File: src/rtl/pmu_counter_bank.sv
// -----------------------------------------------------------------------------
// pmu_counter_bank
//
// Event counter bank placed directly behind the PMU event crossbar. One
// free-running wrap-around counter per crossbar output, with software preset,
// a bank-wide snapshot into shadow registers, sticky overflow flags and a
// maskable overflow interrupt. Every output is a register.
//
// Ports:
//   clk_i         rising-edge clock for all state
//   rst_i         synchronous active-high reset
//   events_i      per-counter event pulses (crossbar output k -> counter k)
//   en_i          global count enable
//   softrst_i     clears counters, shadows, overflow flags and snap_valid_o
//   wr_en_i       preset strobe; loads wr_data_i into counter wr_idx_i
//   wr_idx_i      preset target (out-of-range indices are ignored)
//   wr_data_i     preset value
//   snap_i        copy all live counters into their shadow registers
//   rd_idx_i      counter to read (out-of-range reads return 0)
//   rd_snap_i     read source: 1 = shadow, 0 = live
//   rd_data_o     registered read data (1-cycle latency)
//   ovf_clr_i     write-1-to-clear for the overflow flags
//   irq_en_i      per-counter interrupt enable
//   ovf_o         sticky overflow flags
//   irq_o         registered overflow interrupt
//   snap_valid_o  set by a snapshot, cleared only by rst_i / softrst_i
// -----------------------------------------------------------------------------
module pmu_counter_bank #(
  parameter int N_COUNTERS = 24,
  parameter int CNT_WIDTH  = 32,
  parameter int IDX_W      = $clog2(N_COUNTERS)
) (
  input  logic                  clk_i,
  input  logic                  rst_i,
  input  logic [N_COUNTERS-1:0] events_i,
  input  logic                  en_i,
  input  logic                  softrst_i,
  input  logic                  wr_en_i,
  input  logic [IDX_W-1:0]      wr_idx_i,
  input  logic [CNT_WIDTH-1:0]  wr_data_i,
  input  logic                  snap_i,
  input  logic [IDX_W-1:0]      rd_idx_i,
  input  logic                  rd_snap_i,
  output logic [CNT_WIDTH-1:0]  rd_data_o,
  input  logic [N_COUNTERS-1:0] ovf_clr_i,
  input  logic [N_COUNTERS-1:0] irq_en_i,
  output logic [N_COUNTERS-1:0] ovf_o,
  output logic                  irq_o,
  output logic                  snap_valid_o
);

  // Live counters and their shadow copies.
  logic [CNT_WIDTH-1:0] cnt_q    [N_COUNTERS];
  logic [CNT_WIDTH-1:0] cnt_d    [N_COUNTERS];
  logic [CNT_WIDTH-1:0] shadow_q [N_COUNTERS];
  logic [CNT_WIDTH-1:0] shadow_d [N_COUNTERS];

  logic [N_COUNTERS-1:0] ovf_q, ovf_d;
  logic                  irq_q, irq_d;
  logic                  snap_valid_q, snap_valid_d;
  logic [CNT_WIDTH-1:0]  rd_data_q, rd_data_d;

  // ---------------------------------------------------------------------------
  // Per-counter next-state logic
  // ---------------------------------------------------------------------------
  for (genvar gi = 0; gi < N_COUNTERS; gi++) begin : g_cnt
    logic wr_hit;
    logic inc;
    logic wrap;

    // An out-of-range wr_idx_i never matches any gi, so it is dropped here.
    assign wr_hit = wr_en_i && (wr_idx_i == IDX_W'(gi));
    assign inc    = en_i && events_i[gi];
    // A preset on the same edge swallows the increment, so it cannot wrap.
    assign wrap   = inc && !wr_hit && (cnt_q[gi] == {CNT_WIDTH{1'b1}});

    assign cnt_d[gi] = softrst_i ? '0 :
                       wr_hit    ? wr_data_i :
                       inc       ? cnt_q[gi] + CNT_WIDTH'(1) :
                                   cnt_q[gi];

    // Wrap dominates a same-edge clear so no overflow is ever lost.
    assign ovf_d[gi] = softrst_i ? 1'b0 :
                       (wrap | (ovf_q[gi] & ~ovf_clr_i[gi]));

    // Shadows capture the pre-update counter value.
    assign shadow_d[gi] = softrst_i ? '0 :
                          snap_i    ? cnt_q[gi] :
                                      shadow_q[gi];
  end

  // ---------------------------------------------------------------------------
  // Bank-wide next-state logic
  // ---------------------------------------------------------------------------
  // Interrupt follows the flag values being written this edge, so it rises
  // together with ovf_o and drops as soon as the last enabled flag clears.
  assign irq_d        = |(ovf_d & irq_en_i);
  assign snap_valid_d = softrst_i ? 1'b0 : (snap_valid_q | snap_i);

  // Read mux over pre-update registers; indices without a counter yield 0.
  always_comb begin
    rd_data_d = '0;
    for (int i = 0; i < N_COUNTERS; i++) begin
      if (rd_idx_i == IDX_W'(i)) begin
        rd_data_d = rd_snap_i ? shadow_q[i] : cnt_q[i];
      end
    end
  end

  // ---------------------------------------------------------------------------
  // State registers
  // ---------------------------------------------------------------------------
  always_ff @(posedge clk_i) begin
    if (rst_i) begin
      for (int i = 0; i < N_COUNTERS; i++) begin
        cnt_q[i]    <= '0;
        shadow_q[i] <= '0;
      end
      ovf_q        <= '0;
      irq_q        <= 1'b0;
      snap_valid_q <= 1'b0;
      rd_data_q    <= '0;
    end else begin
      for (int i = 0; i < N_COUNTERS; i++) begin
        cnt_q[i]    <= cnt_d[i];
        shadow_q[i] <= shadow_d[i];
      end
      ovf_q        <= ovf_d;
      irq_q        <= irq_d;
      snap_valid_q <= snap_valid_d;
      rd_data_q    <= rd_data_d;
    end
  end

  assign rd_data_o    = rd_data_q;
  assign ovf_o        = ovf_q;
  assign irq_o        = irq_q;
  assign snap_valid_o = snap_valid_q;

endmodule

File: config.mk
export PLATFORM = sky130hd
export DESIGN_NAME = pmu_counter_bank
export DESIGN_NICKNAME = d
export VERILOG_FILES = /design/src/rtl/pmu_counter_bank.sv
export SDC_FILE = /design/constraint.sdc
export NUM_CORES = 2
export LEC_CHECK = 0
export CAP_MARGIN = 20
export CORE_MARGIN = 3
export CORE_UTILIZATION = 45
export DETAILED_ROUTE_END_ITERATION = 10
export PLACE_DENSITY = 0.65
export SLEW_MARGIN = 20
export SYNTH_ARGS = -nofsm -noshare
export SYNTH_HDL_FRONTEND = slang
export SYNTH_SLANG_ARGS = --single-unit
File: constraint.sdc
create_clock -name clk_i -period 2.8 [get_ports clk_i]
set_input_delay 0.56 -clock clk_i [delete_from_list [all_inputs] [get_ports clk_i]]
set_output_delay 0.56 -clock clk_i [all_outputs]
set_load 0.02 [all_outputs]
### Word-level counts from Yosys, hierarchy flattened

Memories as Yosys holds them, arrays and structs flattened.
Index checks and enable logic that the tools add are counted.

| storage, ports and cells | value |
|---|---|
| register bits after elaboration | 58 |
| bits in latches | 0 |
| bits in writable memories | 1536 |
| ROM bits | 0 |
| input bits | 121 |
| output and inout port bits | 58 |
| memories kept | 2 |

| operators by class | value |
|---|---|
| $add $sub $neg | 24 |
| multiply operators | 0 |
| div/mod/pow operators | 0 |
| magnitude comparators | 0 |
| eq/ne operators | 70 |
| shift-type cells | 0 |
| mux-type cells | 243 |
| bitwise logic cells | 122 |
| reduce and logical (&&, ||, !) cells | 124 |

Memories:

| name | depth | width | rd ports | clocked after Yosys merged registers in | write ports | RTL line | RTL |
|---|---|---|---|---|---|---|---|
| cnt_q | 24 | 32 | 24 | 0 | 24 | 53 | `logic [CNT_WIDTH-1:0] cnt_q [N_COUNTERS];` |
| shadow_q | 24 | 32 | 24 | 0 | 24 | 55 | `logic [CNT_WIDTH-1:0] shadow_q [N_COUNTERS];` |

Operators with widths:

| operator | count |
|---|---|
| 2-to-1 mux 32 bit | 216 |
| adder 32 x 1 -> 32 bit, second input constant | 24 |
| == test 32 bit, second input constant | 24 |
| logical AND 1 bit | 96 |
| == test 5 x 4 -> 1 bit, second input constant | 16 |
| == test 5 bit, second input constant | 16 |
| bitwise OR 1 bit | 73 |
| == test 5 x 3 -> 1 bit, second input constant | 8 |
| 2-to-1 mux 1 bit | 27 |
| AND 1 bit | 24 |
| AND 24 bit | 1 |
| zero test 1 bit | 24 |
| NOT 1 bit | 24 |
| OR reduction 24 bit | 1 |
| == test 5 x 2 -> 1 bit, second input constant | 4 |
| == test 5 x 1 -> 1 bit, second input constant | 2 |
| zero test 5 bit | 2 |
| OR reduction 2 bit | 1 |

### Longest topological paths before layout

| depth | value |
|---|---|
| depth in word-level cells | 25 |
| gate-level depth with buffers | 12 |
| depth with buffers taken out | 8 |

### Least setup slack after synthesis

Ideal clock, no wire load.

| path | value |
|---|---|
| path type | input port to flip-flop |
| start | input rd_snap_i |
| end | register rd_data_q[30], in the netlist rd_data_o[30] |
| library setup time | 117 ps |
| arrival | 2522 ps |
| path slack | 161 ps |
| stages on the path | 10 |
| buffers on the path | 5 |
| cell sequence | buf_2 > buf_4 > buf_2 > buf_2 > buf_2 > mux2i_1 > o21ai_0 > a2111oi_0 > o2111ai_1 > o2bb2ai_1 |

| between the ends | value |
|---|---|
| cells in the longest elaborated chain, start to end | 25 |

Ends and longest elaborated chain:

| item | RTL line | RTL |
|---|---|---|
| start: declaration | 43 | `input logic rd_snap_i,` |
| 2-to-1 mux 32 bit | 105 | `rd_data_d = rd_snap_i ? shadow_q[i] : cnt_q[i];` |
| 2-to-1 mux 32 bit (23 in series) | 104 | `if (rd_idx_i == IDX_W'(i)) begin` |
| 2-to-1 mux 32 bit (*) | 104 |  |
| end signal: assignment | 131 | `rd_data_q <= rd_data_d;` |
| end: declaration | 61 | `logic [CNT_WIDTH-1:0] rd_data_q, rd_data_d;` |

Mark *: on every way between the ends. The rest lies on a longest branch, timed or not.
A chain may end at the register's enable or synchronous reset.

### Final worst setup path

| path | value |
|---|---|
| start | input rd_idx_i[2] |
| end | register rd_data_q[8], in the netlist rd_data_o[8] |

| between the ends | value |
|---|---|
| cells in the longest elaborated chain, start to end | 25 |

Ends and longest elaborated chain:

| item | RTL line | RTL |
|---|---|---|
| start: declaration | 42 | `input logic [IDX_W-1:0] rd_idx_i,` |
| zero test 5 bit | 104 |  |
| 2-to-1 mux 32 bit (23 in series) | 104 |  |
| 2-to-1 mux 32 bit (*) | 104 |  |

Marks and branches as above.

==> impl_metrics.csv <==
group,metric,value,unit
timing,period_minus_slack,2.838,ns
global_route,gr-usage-all-layers,0.3540,
global_route,globalRouteMet1Util,0.4827,
clocking,cts_buffer_depth,3,
placed_design,io_buffers,178,
global_route,grt.overflow.total,0,
worst_setup_path,required,3.58,ns
placed_design,place_area,96900,µm²
global_route,grt_use_met2,0.5183,
clocking,root_buffer,"clkbuf_16",
global_route,use_met3,0.07022,
timing,worst_clock_skew,0.05086,ns
placed_design,dp_slack,-1.204,ns
floorplan,start_util,0.4533,
global_route,grt_max_degree,130,
timing,fin_ws,-0.03808,ns
logic_synthesis,syn-num-nets,9685,
logic_synthesis,synth_edf_count,0,
clocking,worstSkewPairLatency,0.87,ns
power,powerDensity,491.8,nW/µm²
finish,filler_cell_count,16447,
global_route,grt.busiest_layer,"met2",
clocking,path_clk_slew,0.06,ns
worst_setup_path,path_class,"input pin to flip-flop",
logic_synthesis,ys.warnings.count,0,
worst_setup_path,end_kind,"flip-flop",
timing,rsz0062_at_grt,"false",
clocking,numCtsBuffers,176,
placed_design,place_congestion,1.103,
outcome,status,"finished with violations",
timing,max_freq,352.4,MHz
logic_synthesis,async_flop_share,0,
worst_setup_path,worstPathMaxFanout,10,
clocking,cts_tree,"done",
timing,finalHoldViolations,0,
detailed_routing,vias_per_cell,6.043,
detailed_routing,drt-initial-drc-count,9578,
logic_synthesis,avgSynthCellArea,8.718,µm²
detailed_routing,ant_nets,0,
hold_path,hold_class,"input pin to flip-flop",
worst_setup_path,critPathLaunchType,"input pin",
detailed_routing,wl_per_cell,26.86,µm
timing,period_share,1.014,
logic_synthesis,synth_flop_cell,"dfxtp_1",
logic_synthesis,synth_cells,9540,
worst_setup_path,worstPathArrival,3.62,ns
finish,multi_input_area,48250,µm²
finish,drive_gt1_frac,0.1779,
timing,max-slew-margin-rel,0.3249,
logic_synthesis,synth_area,83170,µm²
timing,finalSetupViolations,2,
floorplan,num_rows,157,
clocking,post_cts_buffers,0,
floorplan,die_y,435.9,µm
placed_design,hpwl,258.5,mm
timing,max_slew.worst_pin.slew,1.013,ns
logic_synthesis,synth_cell_types,79,
finish,fin_nets,10577,
detailed_routing,drc_errors,0,
detailed_routing,drt_wl_total,350.2,mm
floorplan,coreArea,183500,µm²
clocking,cts_hold_buf,0,
detailed_routing,drtPass1Iterations,8,
global_route,antenna_found_initial,22,
floorplan,die_w,435.9,µm
clocking,cts_sinks,1594,
power,peakVddDrop,0.4946,mV
finish,final_area,102700,µm²
logic_synthesis,yosysSeqAreaShare,0.3837,
finish,regArea,31910,µm²
global_route,grt_pass1_wl,503.3,mm
global_route,grt_pass1_vias,72854,
timing,slew_violations,0,
power,fin_total_pwr,0.05053,W
run,cap_violations,0,
detailed_routing,vias,78802,
power,power_leakage,39.59,nW
floorplan,pin_count,179,
logic_synthesis,synth-seq-cells,1594,
floorplan,dieArea,190000,µm²
outcome,violations,"negative setup slack",
finish,area_growth,23.54,%
clocking,cts_max_level,4,
-- synth_stat cells (16+ instances only) --
library cell,instances,area (µm²)
nand3b_1,20,150.1
o32ai_1,23,201.4
clkbuf_1,619,2323
nor2_1,1723,6467
nand4_1,214,1339
a211oi_1,688,5165
inv_1,56,210.2
xor2_1,508,4449
a311oi_1,44,385.4
nand2b_1,25,156.4
buf_1,57,214.0
a22oi_1,36,270.3
o211ai_1,32,240.2
xnor2_1,206,1804
buf_4,29,217.7
a41oi_1,21,183.9
a21oi_1,246,1231
a22o_1,23,201.4
and4_1,88,770.7
mux2i_1,1344,13450
nor4_1,20,125.1
buf_2,70,350.3
or2_2,17,106.4
nor4_2,16,200.2
o21ai_0,318,1592
mux2_2,135,1520
nand2_1,482,1809
ha_1,24,300.3
nor3_1,64,320.3
and3_1,112,700.7
and2_1,26,162.7
a221oi_1,31,271.5
or3_1,41,256.5
a2111oi_0,30,262.8
nand3_1,323,1617
o22ai_1,70,437.9
dfxtp_1,1594,31910
mux4_2,29,653.1
nor2b_1,17,106.4
-- metal layers --
layer  share of wire  up-vias
li1                -    35946
met5         0.00016        -
met2            0.42     3636
met4           0.067        8
met3           0.094      735
met1            0.42    38477
-- report_power, final --
| part | total (W) | switching, W | internal, W |
|---|---|---|---|
| Clock | 0.0232 | 0.0101 | 0.0131 |
| Combinational | 0.00436 | 0.00273 | 0.00163 |
| Sequential | 0.0229 | 0.000158 | 0.0228 |
-- path summary, 6_finish.rpt --
check / endpoint / depth (start not counted) / slack, ns / start
max: rd_data_o[8]$_SDFF_PP0_ / 12 / -0.04 / rd_idx_i[2]
min: cnt_q[0][22]$_SDFFE_PP0P_ / 3 / 0.08 / wr_data_i[22]
max reg2reg: irq_o$_SDFF_PP0_ / 7 / 0.03 / ovf_o[6]$_SDFF_PP0_
min reg2reg: ovf_o[0]$_SDFF_PP0_ / 2 / 0.48 / ovf_o[0]$_SDFF_PP0_
-- layout make-up --
type,instances,share of cell area
multi-input cells,7113,0.4696
well taps,2464,0.03001
inverters,56,0.002046
clock inverters,48,0.005188
diodes,9,0.0002192
repair buffers,1491,0.1323
flip-flops and latches,1594,0.3106
clock buffers,265,0.05004
-- through the flow --
stage          utilization  hold slack, ns   TNS, ns  instances
2_1_floorplan            -          0.4515         0       9540
3_3_place_gp        0.5280          0.4619    -27.22      12717
3_5_place_dp        0.5281          0.4709    -27.41      12718
4_1_cts             0.5594         0.02616         0      13031
5_1_grt             0.5599         0.07806         0      13032
6_report            0.5600         0.07994  -0.04102      13040
-- flip-flops by register name, indices dropped and copies added (netlist names) --
name,flops
cnt_q,768
rd_data_o,32
irq_o,1
snap_valid_o,1
ovf_o,24
shadow_q,768
-- layout by cell type, fill, tap and decap left out, drive strengths merged, types with 29 or more instances in the layout --
cell	Yosys	layout
nand3	323	323
a2111oi	31	31
a311oi	44	44
nor2	1725	1725
a21oi	246	246
mux4	29	29
xor2	508	508
buf	156	1348
a22oi	36	36
nor3	67	67
clkinv	0	38
xnor2	206	206
inv	56	61
dfxtp	1594	1594
a211oi	688	688
mux2i	1344	1344
o22ai	70	70
nand4	216	216
a221oi	31	31
nor4	37	37
clkbuf	621	265
clkdlybuf4s50	0	142
and2	29	29
and3	112	112
or3	41	41
o211ai	32	32
nand2	482	482
and4	88	88
mux2	135	135
o21ai	320	320
-- kinds of logic after synthesis --
| kind of cell | after synthesis | synth area share |
|---|---|---|
| compound gates | 1629 | 0.1325 |
| simple gates | 3238 | 0.1771 |
| buf+inv | 833 | 0.03999 |
| xor+xnor | 714 | 0.07519 |
| fa+ha+maj | 24 | 0.003611 |
| mux | 1508 | 0.1879 |
| flops | 1594 | 0.3837 |
-- repair_timing --
item / CTS / global route
endpoints found under the setup margin: 6 / 13
gates cloned: 0 / 0
resized for setup: 11 / 17
-- critical path: stages --
cell and delay [ns]:
clkdlybuf4s50_1 0.46, buf_4 0.17, or3b_1 0.48, buf_4 0.22, buf_4 0.19, o32ai_1 0.36
a2111oi_0 0.12, buf_4 0.19, o21ai_0 0.19, nand3_2 0.26, buf_4 0.23, a41oi_1 0.17
No activity file was read; power rests on OpenSTA's default activity.
